File: config.mk
export PLATFORM = sky130hd
export DESIGN_NAME = pipeline_hazard_scoreboard
export DESIGN_NICKNAME = d
export VERILOG_FILES = /design/src/rtl/pipeline_pkg.sv /design/src/rtl/hazard_scoreboard.sv /design/src/rtl/pipeline_hazard_scoreboard.sv
export SDC_FILE = /design/constraint.sdc
export NUM_CORES = 1
export LEC_CHECK = 0
export ABC_AREA = 1
export BUFFER_PORTS_ARGS = -buffer_cell sky130_fd_sc_hd__buf_2
export CORE_ASPECT_RATIO = 1.5
export CORE_MARGIN = 2
export CORE_UTILIZATION = 62
export DETAILED_ROUTE_END_ITERATION = 10
export GPL_ROUTABILITY_DRIVEN = 0
export PLACE_DENSITY = 0.82
export SLEW_MARGIN = 20
export SYNTH_ARGS = -nofsm -noshare
export SYNTH_HDL_FRONTEND = slang
export SYNTH_HIERARCHICAL = 1
export SYNTH_SLANG_ARGS = --single-unit
File: constraint.sdc
create_clock -name clk -period 4.19 [get_ports clk]
set_clock_uncertainty 0.05 [all_clocks]
set_input_delay 0.838 -clock clk [delete_from_list [all_inputs] [get_ports clk]]
set_output_delay 0.838 -clock clk [all_outputs]
set_load 0.005 [all_outputs]
File: src/rtl/pipeline_pkg.sv
// Shared constants and types for the pipeline hazard scoreboard.
// Holds the register index width, decoded-flag bit positions and the
// per-register in-flight counter width.
package pipeline_pkg;

    localparam int REG_ADDR_W       = 5;
    localparam int MAX_INFLIGHT_DEF = 3;

    // Bit positions inside the packed decoded-instruction flag vector
    localparam int FLAG_WR_EN    = 0;
    localparam int FLAG_USES_RS1 = 1;
    localparam int FLAG_USES_RS2 = 2;
    localparam int NUM_FLAGS     = 3;

    // Counter must hold 0..max_inflight inclusive
    function automatic int cnt_width(input int max_inflight);
        return $clog2(max_inflight + 1);
    endfunction

    localparam int CNT_W = cnt_width(MAX_INFLIGHT_DEF);

    // Which output priority is in force this cycle (highest first: ALU_BUSY)
    typedef enum logic [1:0] {
        CTRL_RUN      = 2'd0,
        CTRL_HAZARD   = 2'd1,
        CTRL_FLUSH    = 2'd2,
        CTRL_ALU_BUSY = 2'd3
    } ctrl_mode_e;

endpackage

File: src/rtl/hazard_scoreboard.sv
// Per-register in-flight writer counters. Register 0 is never tracked and
// always reads as zero. A simultaneous increment and decrement of the same
// register cancel; decrement at zero and increment at the maximum are ignored.
module hazard_scoreboard
    import pipeline_pkg::*;
#(
    parameter int NUM_REGS     = 32,
    parameter int REG_ADDR_W   = 5,
    parameter int MAX_INFLIGHT = 3,
    parameter int CNT_W        = 2
) (
    input  logic                  clk,
    input  logic                  rst_n,
    input  logic                  inc_en,
    input  logic [REG_ADDR_W-1:0] inc_idx,
    input  logic                  dec_en,
    input  logic [REG_ADDR_W-1:0] dec_idx,
    input  logic [REG_ADDR_W-1:0] rs1_idx,
    input  logic [REG_ADDR_W-1:0] rs2_idx,
    input  logic [REG_ADDR_W-1:0] rd_idx,
    output logic [CNT_W-1:0]      rs1_cnt,
    output logic [CNT_W-1:0]      rs2_cnt,
    output logic [CNT_W-1:0]      rd_cnt
);

    localparam logic [CNT_W-1:0] CNT_MAX = CNT_W'(MAX_INFLIGHT);

    logic [CNT_W-1:0]    cnt_q [NUM_REGS];
    logic [NUM_REGS-1:0] inc_hit;
    logic [NUM_REGS-1:0] dec_hit;

    // One-hot decode of the increment / decrement targets, x0 masked out
    always_comb begin
        inc_hit = '0;
        dec_hit = '0;
        if (inc_en && (inc_idx != '0) && (int'(inc_idx) < NUM_REGS)) begin
            inc_hit[inc_idx] = 1'b1;
        end
        if (dec_en && (dec_idx != '0) && (int'(dec_idx) < NUM_REGS)) begin
            dec_hit[dec_idx] = 1'b1;
        end
    end

    // Counter array update; x0 stays zero permanently
    always_ff @(posedge clk or negedge rst_n) begin
        if (!rst_n) begin
            for (int r = 0; r < NUM_REGS; r++) begin
                cnt_q[r] <= '0;
            end
        end else begin
            cnt_q[0] <= '0;
            for (int r = 1; r < NUM_REGS; r++) begin
                if (inc_hit[r] && !dec_hit[r]) begin
                    if (cnt_q[r] != CNT_MAX) begin
                        cnt_q[r] <= cnt_q[r] + 1'b1;
                    end
                end else if (dec_hit[r] && !inc_hit[r]) begin
                    if (cnt_q[r] != '0) begin
                        cnt_q[r] <= cnt_q[r] - 1'b1;
                    end
                end
            end
        end
    end

    // Registered-count read ports for the decoded instruction
    always_comb begin
        rs1_cnt = (int'(rs1_idx) < NUM_REGS) ? cnt_q[rs1_idx] : '0;
        rs2_cnt = (int'(rs2_idx) < NUM_REGS) ? cnt_q[rs2_idx] : '0;
        rd_cnt  = (int'(rd_idx)  < NUM_REGS) ? cnt_q[rd_idx]  : '0;
    end

endmodule

File: src/rtl/pipeline_hazard_scoreboard.sv
// Pipeline halt control built on a per-register in-flight writer scoreboard.
// Drives fetch / decode / reg-access / ALU latch enables, inserts bubbles on
// RAW and structural (too many outstanding writers) hazards, stalls the
// whole pipe while the multi-cycle ALU is busy and handles flush.
// Optional stall watchdog is compiled in with HALT_WATCHDOG_EN; without it
// stall_count and timeout_err are tied to zero.
//
// Handshake: an instruction moves from decode into reg_access exactly when
// issue=1 (decoded_valid and no stall/flush/busy); a writer reserves rd on
// that edge and releases it when wb_release=1 with wb_rd=rd.
module pipeline_hazard_scoreboard #(
    parameter int NUM_REGS      = 32,
    parameter int REG_ADDR_W    = pipeline_pkg::REG_ADDR_W,
    parameter int MAX_INFLIGHT  = 3,
    parameter int STALL_TIMEOUT = 255
) (
    input  logic                  clk,
    input  logic                  rst_n,
    input  logic                  decoded_valid,
    input  logic [REG_ADDR_W-1:0] decoded_rs1,
    input  logic [REG_ADDR_W-1:0] decoded_rs2,
    input  logic                  decoded_uses_rs1,
    input  logic                  decoded_uses_rs2,
    input  logic [REG_ADDR_W-1:0] decoded_rd,
    input  logic                  decoded_wr_en,
    input  logic                  alu_busy,
    input  logic                  flush,
    input  logic                  wb_release,
    input  logic [REG_ADDR_W-1:0] wb_rd,
    output logic                  fetch_en,
    output logic                  decoded_latch_en,
    output logic                  reg_access_latch_en,
    output logic                  alu_latch_en,
    output logic                  bubble_insert,
    output logic                  issue,
    output logic [7:0]            stall_count,
    output logic                  timeout_err
);

    import pipeline_pkg::*;

    localparam int               CW       = cnt_width(MAX_INFLIGHT);
    localparam logic [CW-1:0]    CNT_FULL = CW'(MAX_INFLIGHT);

    logic [NUM_FLAGS-1:0] dec_flags;
    logic [CW-1:0]        rs1_cnt;
    logic [CW-1:0]        rs2_cnt;
    logic [CW-1:0]        rd_cnt;
    logic                 raw_hazard;
    logic                 struct_hazard;
    logic                 inc_en;
    logic                 dec_en;
    ctrl_mode_e           mode;

    assign dec_flags[FLAG_WR_EN]    = decoded_wr_en;
    assign dec_flags[FLAG_USES_RS1] = decoded_uses_rs1;
    assign dec_flags[FLAG_USES_RS2] = decoded_uses_rs2;

    // Hazard detection from registered counts only
    always_comb begin
        raw_hazard = decoded_valid &
                     ((dec_flags[FLAG_USES_RS1] & (decoded_rs1 != '0) & (rs1_cnt != '0)) |
                      (dec_flags[FLAG_USES_RS2] & (decoded_rs2 != '0) & (rs2_cnt != '0)));
        struct_hazard = decoded_valid & dec_flags[FLAG_WR_EN] &
                        (decoded_rd != '0) & (rd_cnt == CNT_FULL);
    end

    // Output priority selection: ALU busy > flush > hazard > run
    always_comb begin
        mode = CTRL_RUN;
        if (alu_busy) begin
            mode = CTRL_ALU_BUSY;
        end else if (flush) begin
            mode = CTRL_FLUSH;
        end else if (raw_hazard || struct_hazard) begin
            mode = CTRL_HAZARD;
        end
    end

    // Stage enables, bubble and issue; everything low while in reset
    always_comb begin
        fetch_en            = 1'b0;
        decoded_latch_en    = 1'b0;
        reg_access_latch_en = 1'b0;
        alu_latch_en        = 1'b0;
        bubble_insert       = 1'b0;
        issue               = 1'b0;
        if (rst_n) begin
            case (mode)
                CTRL_ALU_BUSY: begin
                end
                CTRL_FLUSH: begin
                    fetch_en            = 1'b1;
                    decoded_latch_en    = 1'b1;
                    reg_access_latch_en = 1'b1;
                    alu_latch_en        = 1'b1;
                    bubble_insert       = 1'b1;
                end
                CTRL_HAZARD: begin
                    reg_access_latch_en = 1'b1;
                    alu_latch_en        = 1'b1;
                    bubble_insert       = 1'b1;
                end
                default: begin
                    fetch_en            = 1'b1;
                    decoded_latch_en    = 1'b1;
                    reg_access_latch_en = 1'b1;
                    alu_latch_en        = 1'b1;
                    issue               = decoded_valid;
                end
            endcase
        end
    end

    assign inc_en = issue & dec_flags[FLAG_WR_EN] & (decoded_rd != '0);
    assign dec_en = wb_release & (wb_rd != '0);

    hazard_scoreboard #(
        .NUM_REGS     (NUM_REGS),
        .REG_ADDR_W   (REG_ADDR_W),
        .MAX_INFLIGHT (MAX_INFLIGHT),
        .CNT_W        (CW)
    ) u_scoreboard (
        .clk     (clk),
        .rst_n   (rst_n),
        .inc_en  (inc_en),
        .inc_idx (decoded_rd),
        .dec_en  (dec_en),
        .dec_idx (wb_rd),
        .rs1_idx (decoded_rs1),
        .rs2_idx (decoded_rs2),
        .rd_idx  (decoded_rd),
        .rs1_cnt (rs1_cnt),
        .rs2_cnt (rs2_cnt),
        .rd_cnt  (rd_cnt)
    );

`ifdef HALT_WATCHDOG_EN
    logic [7:0] stall_q;
    logic [7:0] stall_d;
    logic       timeout_q;

    // Consecutive hazard-stall count: grow on hazard, hold on ALU busy, else clear
    always_comb begin
        stall_d = 8'd0;
        case (mode)
            CTRL_HAZARD:   stall_d = (stall_q == 8'hFF) ? stall_q : stall_q + 8'd1;
            CTRL_ALU_BUSY: stall_d = stall_q;
            default:       stall_d = 8'd0;
        endcase
    end

    // Watchdog state; the error is sticky until reset
    always_ff @(posedge clk or negedge rst_n) begin
        if (!rst_n) begin
            stall_q   <= 8'd0;
            timeout_q <= 1'b0;
        end else begin
            stall_q   <= stall_d;
            timeout_q <= timeout_q | (stall_d >= 8'(STALL_TIMEOUT));
        end
    end

    assign stall_count = stall_q;
    assign timeout_err = timeout_q;
`else
    assign stall_count = 8'd0;
    assign timeout_err = 1'b0;
`endif

endmodule

# ---- Word level (Yosys, flattened, before mapping)
# Cells that the tools add are included.
dict set report totals {
  reg_bits 62
  wordCells 593
  in_bits 29
  out_inout_bits 15
}
dict set report classes {
  n_lt_le_gt_ge 7
  mux 150
  bitwise 15
  n_addsub 62
  reduce_logical 262
  n_eq_ne 66
}
# op n
set op_table {}
lappend op_table {{2-to-1 mux 2 bit} 132}
lappend op_table {{nonzero test 2 bit} 95}
lappend op_table {{inequality test 2 bit (second input constant)} 62}
lappend op_table {{AND reduction 3 bit} 31}
lappend op_table {{logical AND 1 bit} 66}
lappend op_table {{2-to-1 mux 32 bit} 2}
lappend op_table {{adder 2 x 1 -> 2 bit (second input constant)} 31}
lappend op_table {{logical NOT 1 bit} 62}
lappend op_table {{subtractor 2 x 1 -> 2 bit (second input constant)} 31}
lappend op_table {{binary-select mux 2 bit (select 5 bit)} 3}
lappend op_table {{nonzero test 5 bit} 4}
lappend op_table {{>= comparator 6 bit (second input constant)} 3}
lappend op_table {{inverter 5 -> 6 bit} 3}
lappend op_table {{< comparator 5 x 6 -> 1 bit (second input constant)} 2}
lappend op_table {{bitwise AND 1 bit} 11}
lappend op_table {{2-to-1 mux 1 bit} 11}
lappend op_table {{demux 1 bit (select 5 bit)} 2}
lappend op_table {{>= comparator 5 x 1 -> 1 bit (second input constant)} 2}
lappend op_table {{equality test 2 bit (second input constant)} 3}
lappend op_table {{OR reduction 2 bit} 2}
lappend op_table {{OR reduction 3 bit} 1}
lappend op_table {{equality test 2 x 1 -> 1 bit (second input constant)} 1}
lappend op_table {{logical OR 1 bit} 1}
lappend op_table {{OR 1 bit} 1}

# ---- Logic depth before layout (Yosys ltp)
dict set report depth {
  depth_word 24
  depth_mapped 29
  ltp_nobuf 27
}

# ---- Hierarchy
# The synthesis kept the hierarchy.
# module seq_area_each_um2 n_inst area_per_inst_um2 cells_per_inst
set modules_own_cells {}
lappend modules_own_cells {hazard_scoreboard 1551.5 1 5634.2 915}
lappend modules_own_cells {pipeline_hazard_scoreboard 0.0 1 292.8 54}

# ---- Worst setup path before layout
# No wires, ideal clock.
dict set report synth_path {
  path_type {input to register}
  start {input decoded_rs2[1]}
  end {register u_scoreboard/cnt_q[52] (netlist name)}
  path_buffers 2
  t_required_ns 4.022
  arrival_time_ns 3.515
  cell_stages 27
  setup_ns 0.118
  path_slack_ns 0.507
  cell_sequence {buf_4 inv_4 buf_6 nand3_1 nand3_1 nand2_1 nand2_1 nand2_1 nand2_1 nand2_1 o21a_1 nand2_1 nand3_1 nand2_1 nand2_2 inv_1 ha_1 nand2_1 nor2_1 nand3_1 inv_1 nand3_1 nor2_1 ha_1 or2_2 a21oi_1 nor2_1}
}
dict set report synth_via {
  elab_chain_len 24
  elab_cells_between_ends 32
  classes_between {eq/ne: 4; mux: 10; bitwise: 7; reduce/logical: 11}
}
# item line
set synth_rtl {}
lappend synth_rtl {{start, declared} pipeline_hazard_scoreboard.sv:21} ;# input logic [REG_ADDR_W-1:0] decoded_rs2,
lappend synth_rtl {{inverter 5 -> 6 bit (implied by the code) *} hazard_scoreboard.sv:69} ;# rs2_cnt = (int'(rs2_idx) < NUM_REGS) ? cnt_q[rs2_idx] : '0;
lappend synth_rtl {{binary-select mux 2 bit (select 5 bit) *} hazard_scoreboard.sv:69}
lappend synth_rtl {{2-to-1 mux 2 bit (implied by the code) * (2 in a row)} hazard_scoreboard.sv:69}
lappend synth_rtl {{via rs2_cnt[1]} pipeline_hazard_scoreboard.sv:47} ;# logic [CW-1:0] rs2_cnt;
lappend synth_rtl {{nonzero test 2 bit *} pipeline_hazard_scoreboard.sv:63} ;# (dec_flags[FLAG_USES_RS2] & (decoded_rs2 != '0) & (rs2_cnt != '0)));
lappend synth_rtl {{bitwise AND 1 bit *} pipeline_hazard_scoreboard.sv:63}
lappend synth_rtl {{OR 1 bit *} pipeline_hazard_scoreboard.sv:62} ;# ((dec_flags[FLAG_USES_RS1] & (decoded_rs1 != '0) & (rs1_cnt != '0)) |
lappend synth_rtl {{bitwise AND 1 bit *} pipeline_hazard_scoreboard.sv:61} ;# raw_hazard = decoded_valid &
lappend synth_rtl {{(+8 left out)} --}
lappend synth_rtl {{via issue} pipeline_hazard_scoreboard.sv:35} ;# output logic issue,
lappend synth_rtl {{bitwise AND 1 bit * (2 in a row)} pipeline_hazard_scoreboard.sv:115} ;# assign inc_en = issue & dec_flags[FLAG_WR_EN] & (decoded_rd != '0);
lappend synth_rtl {{via inc_en} pipeline_hazard_scoreboard.sv:51} ;# logic inc_en;
lappend synth_rtl {{logical AND 1 bit *} hazard_scoreboard.sv:36} ;# if (inc_en && (inc_idx != '0) && (int'(inc_idx) < NUM_REGS)) begin
lappend synth_rtl {{2-to-1 mux 32 bit *} hazard_scoreboard.sv:36}
lappend synth_rtl {{logical NOT 1 bit} hazard_scoreboard.sv:57} ;# end else if (dec_hit[r] && !inc_hit[r]) begin
lappend synth_rtl {{logical AND 1 bit} hazard_scoreboard.sv:57}
lappend synth_rtl {{nonzero test 2 bit (no source line)} --}
lappend synth_rtl {{AND reduction 3 bit (no source line)} --}
lappend synth_rtl {{end signal, assigned by index} hazard_scoreboard.sv:55} ;# cnt_q[r] <= cnt_q[r] + 1'b1;
lappend synth_rtl {{end signal, assigned by index} hazard_scoreboard.sv:59} ;# cnt_q[r] <= cnt_q[r] - 1'b1;
lappend synth_rtl {{end, declared} hazard_scoreboard.sv:28} ;# logic [CNT_W-1:0] cnt_q [NUM_REGS];
# Mark *: on every way through the listed nets, which the timed path passes. The rest lies on a longest branch. The select of a mux whose other input is x is not followed.
# A chain may end at the register's enable or synchronous reset.

# ---- Worst setup path in the final report
dict set report layout_path {
  start {input decoded_rs2[0]}
  end {register u_scoreboard/cnt_q[21] (netlist name)}
}
dict set report layout_via {
  elab_chain_len 24
  elab_cells_between_ends 32
  classes_between {eq/ne: 4; mux: 10; bitwise: 7; reduce/logical: 11}
}
# item line
set layout_rtl {}
lappend layout_rtl {{inverter 5 -> 6 bit (implied by the code) *} hazard_scoreboard.sv:69}
lappend layout_rtl {{binary-select mux 2 bit (select 5 bit) *} hazard_scoreboard.sv:69}
lappend layout_rtl {{2-to-1 mux 2 bit (implied by the code) * (2 in a row)} hazard_scoreboard.sv:69}
lappend layout_rtl {{via rs2_cnt[1]} pipeline_hazard_scoreboard.sv:47}
lappend layout_rtl {{nonzero test 2 bit *} pipeline_hazard_scoreboard.sv:63}
lappend layout_rtl {{bitwise AND 1 bit *} pipeline_hazard_scoreboard.sv:63}
lappend layout_rtl {{OR 1 bit *} pipeline_hazard_scoreboard.sv:62}
lappend layout_rtl {{bitwise AND 1 bit *} pipeline_hazard_scoreboard.sv:61}
lappend layout_rtl {{(+8 left out)} --}
lappend layout_rtl {{bitwise AND 1 bit * (2 in a row)} pipeline_hazard_scoreboard.sv:115}
lappend layout_rtl {{via inc_en} pipeline_hazard_scoreboard.sv:51}
lappend layout_rtl {{logical AND 1 bit *} hazard_scoreboard.sv:36}
lappend layout_rtl {{2-to-1 mux 32 bit *} hazard_scoreboard.sv:36}
lappend layout_rtl {{logical NOT 1 bit} hazard_scoreboard.sv:57}
lappend layout_rtl {{logical AND 1 bit} hazard_scoreboard.sv:57}
lappend layout_rtl {{nonzero test 2 bit (no source line)} --}
lappend layout_rtl {{AND reduction 3 bit (no source line)} --}
# Marked as above.

==> impl_metrics.csv <==
group,metric,value,unit
status,status,"finished, final reports clean",
setup_path,cp.arrival,4.06,ns
timing,setup_viol,0,
finish,diodes,0,
route,vias_per_cell,6.01,
place,placed_cells,1111,
route,drc,0,
route,dr_total_vias,6771,
global_route,grt_max_degree,62,
clock_network,clk_pin_slew_worst_paths,0.06,ns
global_route,grt_pass1_vias,6370,
route,drt-total-wl,18.6,mm
finish,final_cell_mix,"nand2_1 (294), nand3_1 (162), nor2_1 (161), inv_1 (82), dfrtp_1 (62)",
finish,stdcell_count,1127,
setup_path,endpoint_kind,"register",
setup_path,start_kind,"input pin",
timing,slew_headroom,35.9,%
timing,worst_pin_slew,0.956,ns
clock_network,clkLatencyLatePin,0.34,ns
finish,final_common_cell,"nand2_1",
place,hpwlAfterDp,13.4,mm
pwr,ir_drop,212,uV
setup_path,cp.required,4.35,ns
synth,ys_ff_latch,62,
finish,regMostFlops,"u_scoreboard/cnt_q",
timing,hold_viol_final,0,
die,start_util,64.0,%
route,post_drt_wl_per_cell,16.5,microns
die,row_count,43,
die,die_y,124,microns
die,fp.coreArea,9250,sq um
clock_network,postCtsSetupBuffers,0,
clock_network,cts_resized,0,
finish,fillers,836,
pwr,power_leakage,0.00302,uW
setup_path,r2r_cells,25,
flow_run,cap_violations,0,
setup_path,worstPathMaxFanout,12,
worst_hold_path,hold_class,"in2async",
finish,final-seq-area,1550,sq um
finish,drive_gt1_share,9.36,%
synth,yosysWarnings,6,
die,io_pins,44,
pwr,power,1670,uW
timing,tns,0,ns
global_route,grt_pass1_wl,30.4,mm
clock_network,h-tree-depth,3,
synth,netlist_instances,969,
setup_path,reg2reg_from,"u_scoreboard/cnt_q[47]",
clock_network,ctsHoldBuffers,0,
timing,period_needed,3.90,ns
setup_path,rrSetupSlack,0.60,ns
place,io_buffers,34,
die,fp.dieW,83.8,microns
synth,yosysSeqAreaShare,26.2,%
setup_path,crit_path_end,"u_scoreboard/cnt_q[21]",
synth,syn_area_per_cell,6.12,sq um
timing,setup_ws,0.295,ns
place,place_ws,0.0305,ns
global_route,grt-ovfl-total,0,
finish,top_regs,"u_scoreboard/cnt_q: 62 flops",
die,die_area,10400,sq um
route,firstDrtPassIters,8,
clock_network,clockRootBuffer,"clkbuf_16",
synth,syn-cell-area,5930,sq um
setup_path,worstSetupPathType,"in2reg",
setup_path,critPathLaunch,"decoded_rs2[0]",
finish,multi_input_area,3700,sq um
clock_network,cts_buffers,9,
clock_network,numClockSinks,62,
finish,final_core_util,70.1,%
clock_network,clock_path_buffers,2,
route,dr.first_iter.drc_count,740,
finish,largest_reg_flops,62,
timing,drv_slew,0,
finish,nets,1072,
timing,rsz0062_at_grt,"false",
global_route,antenna_found_initial,0,
synth,synth.distinct_cells,26,
global_route,grt_usage,37.3,%
finish,syn2layout_area_growth,9.46,%
pwr,power_density,257,nW/um^2
route,drtAntennaViolNets,0,
timing,fin_crit_sh,93.0,%
timing,max_freq,257,MHz
setup_path,worst_r2r_endpoint,"u_scoreboard/cnt_q[21]",
clock_network,cts_tree,"built",
==> logic make-up after synthesis <==
kind of cell    Yosys count  share of synthesized area [%]
flops                    62                           26.2
fa+ha+maj                33                           6.97
simple gates            637                           44.6
other cells               1                         0.0633
compound gates          107                           10.2
buf+inv                 129                           12.1
==> critical path, cell delays in order <==
cell and delay [ns]:
buf_2 0.22, buf_4 0.24, nand2_1 0.07, nand3_1 0.08, nand3_1 0.07, nand3_1 0.10
nand2_1 0.05, nand2_1 0.05, nand2_1 0.05, o21a_1 0.19, nand2_1 0.07, nand3_1 0.09
nand2_1 0.09, nand2_2 0.05, inv_1 0.05, ha_1 0.13, nand2_1 0.05, nor2_1 0.11
nand3_1 0.09, inv_1 0.11, nand3_1 0.27, buf_4 0.25, nor2_1 0.13, ha_1 0.29
o21ai_0 0.20, o31ai_1 0.11
==> per-layer routing <==
| layer | track usage, % | share of wire, % | vias up | wire (microns) |
|---|---|---|---|---|
| li1 | - | - | 3210 | - |
| met1 | 40.9 | 36 | 3024 | 6710 |
| met2 | 63.6 | 46 | 402 | 8610 |
| met3 | 7.02 | 8.8 | 135 | 1640 |
| met4 | 29.2 | 8.9 | 0 | 1650 |
| met5 | 0 | 0 | - | 0 |
==> power by group <==
group | internal [uW] | total, uW | switching [uW]
Sequential | 599 | 599 | 0.228
Clock | 522 | 810 | 288
Combinational | 80.1 | 256 | 175
==> cells in the mapped netlist, drive strengths merged <==
| library cell | count | area, sq um |
|---|---|---|
| nand2 | 295 | 1110 |
| nor2 | 165 | 634 |
| nand3 | 162 | 811 |
| inv | 87 | 344 |
| dfrtp | 62 | 1550 |
| o21ai | 42 | 210 |
| buf | 41 | 367 |
| a21oi | 39 | 195 |
| ha | 33 | 413 |
| o31ai | 23 | 173 |
| nor3 | 10 | 55.1 |
| or2 | 4 | 25.0 |
| o21a | 2 | 15.0 |
| clkbuf | 1 | 3.75 |
| conb | 1 | 3.75 |
| nand3b | 1 | 7.51 |
| o41ai | 1 | 8.76 |
==> per-stage QoR <==
stage | area, sq um | hold WS [ns]
6_report | 6490 | 0.264
5_1_grt | 6490 | 0.256
4_1_cts | 6490 | 0.257
3_5_place_dp | 6160 | 0.426
3_3_place_gp | 6160 | 0.410
2_1_floorplan | 5960 | 0.399
==> how the worst min path moves through the flow <==
stage                      startpoint                     end  slack, ns  cells past startpoint
2_1_floorplan  u_scoreboard/cnt_q[58]  u_scoreboard/cnt_q[58]       0.40                      2
3_3_place_gp   u_scoreboard/cnt_q[58]  u_scoreboard/cnt_q[58]       0.41                      2
3_5_place_dp   u_scoreboard/cnt_q[58]  u_scoreboard/cnt_q[58]       0.43                      2
4_1_cts                         rst_n  u_scoreboard/cnt_q[18]       0.26                      1
5_1_grt                         rst_n  u_scoreboard/cnt_q[18]       0.26                      1
6_report                        rst_n  u_scoreboard/cnt_q[18]       0.26                      1
==> final cells by class <==
class	count	area share [%]
clock buffer	9	3.47
clock inverter	7	1.50
inverter	87	5.30
multi-input combinational	786	57.0
sequential	62	23.9
tap	112	2.16
timing repair buffer	64	6.67
Note: power is estimated with default switching activity, not from simulation.
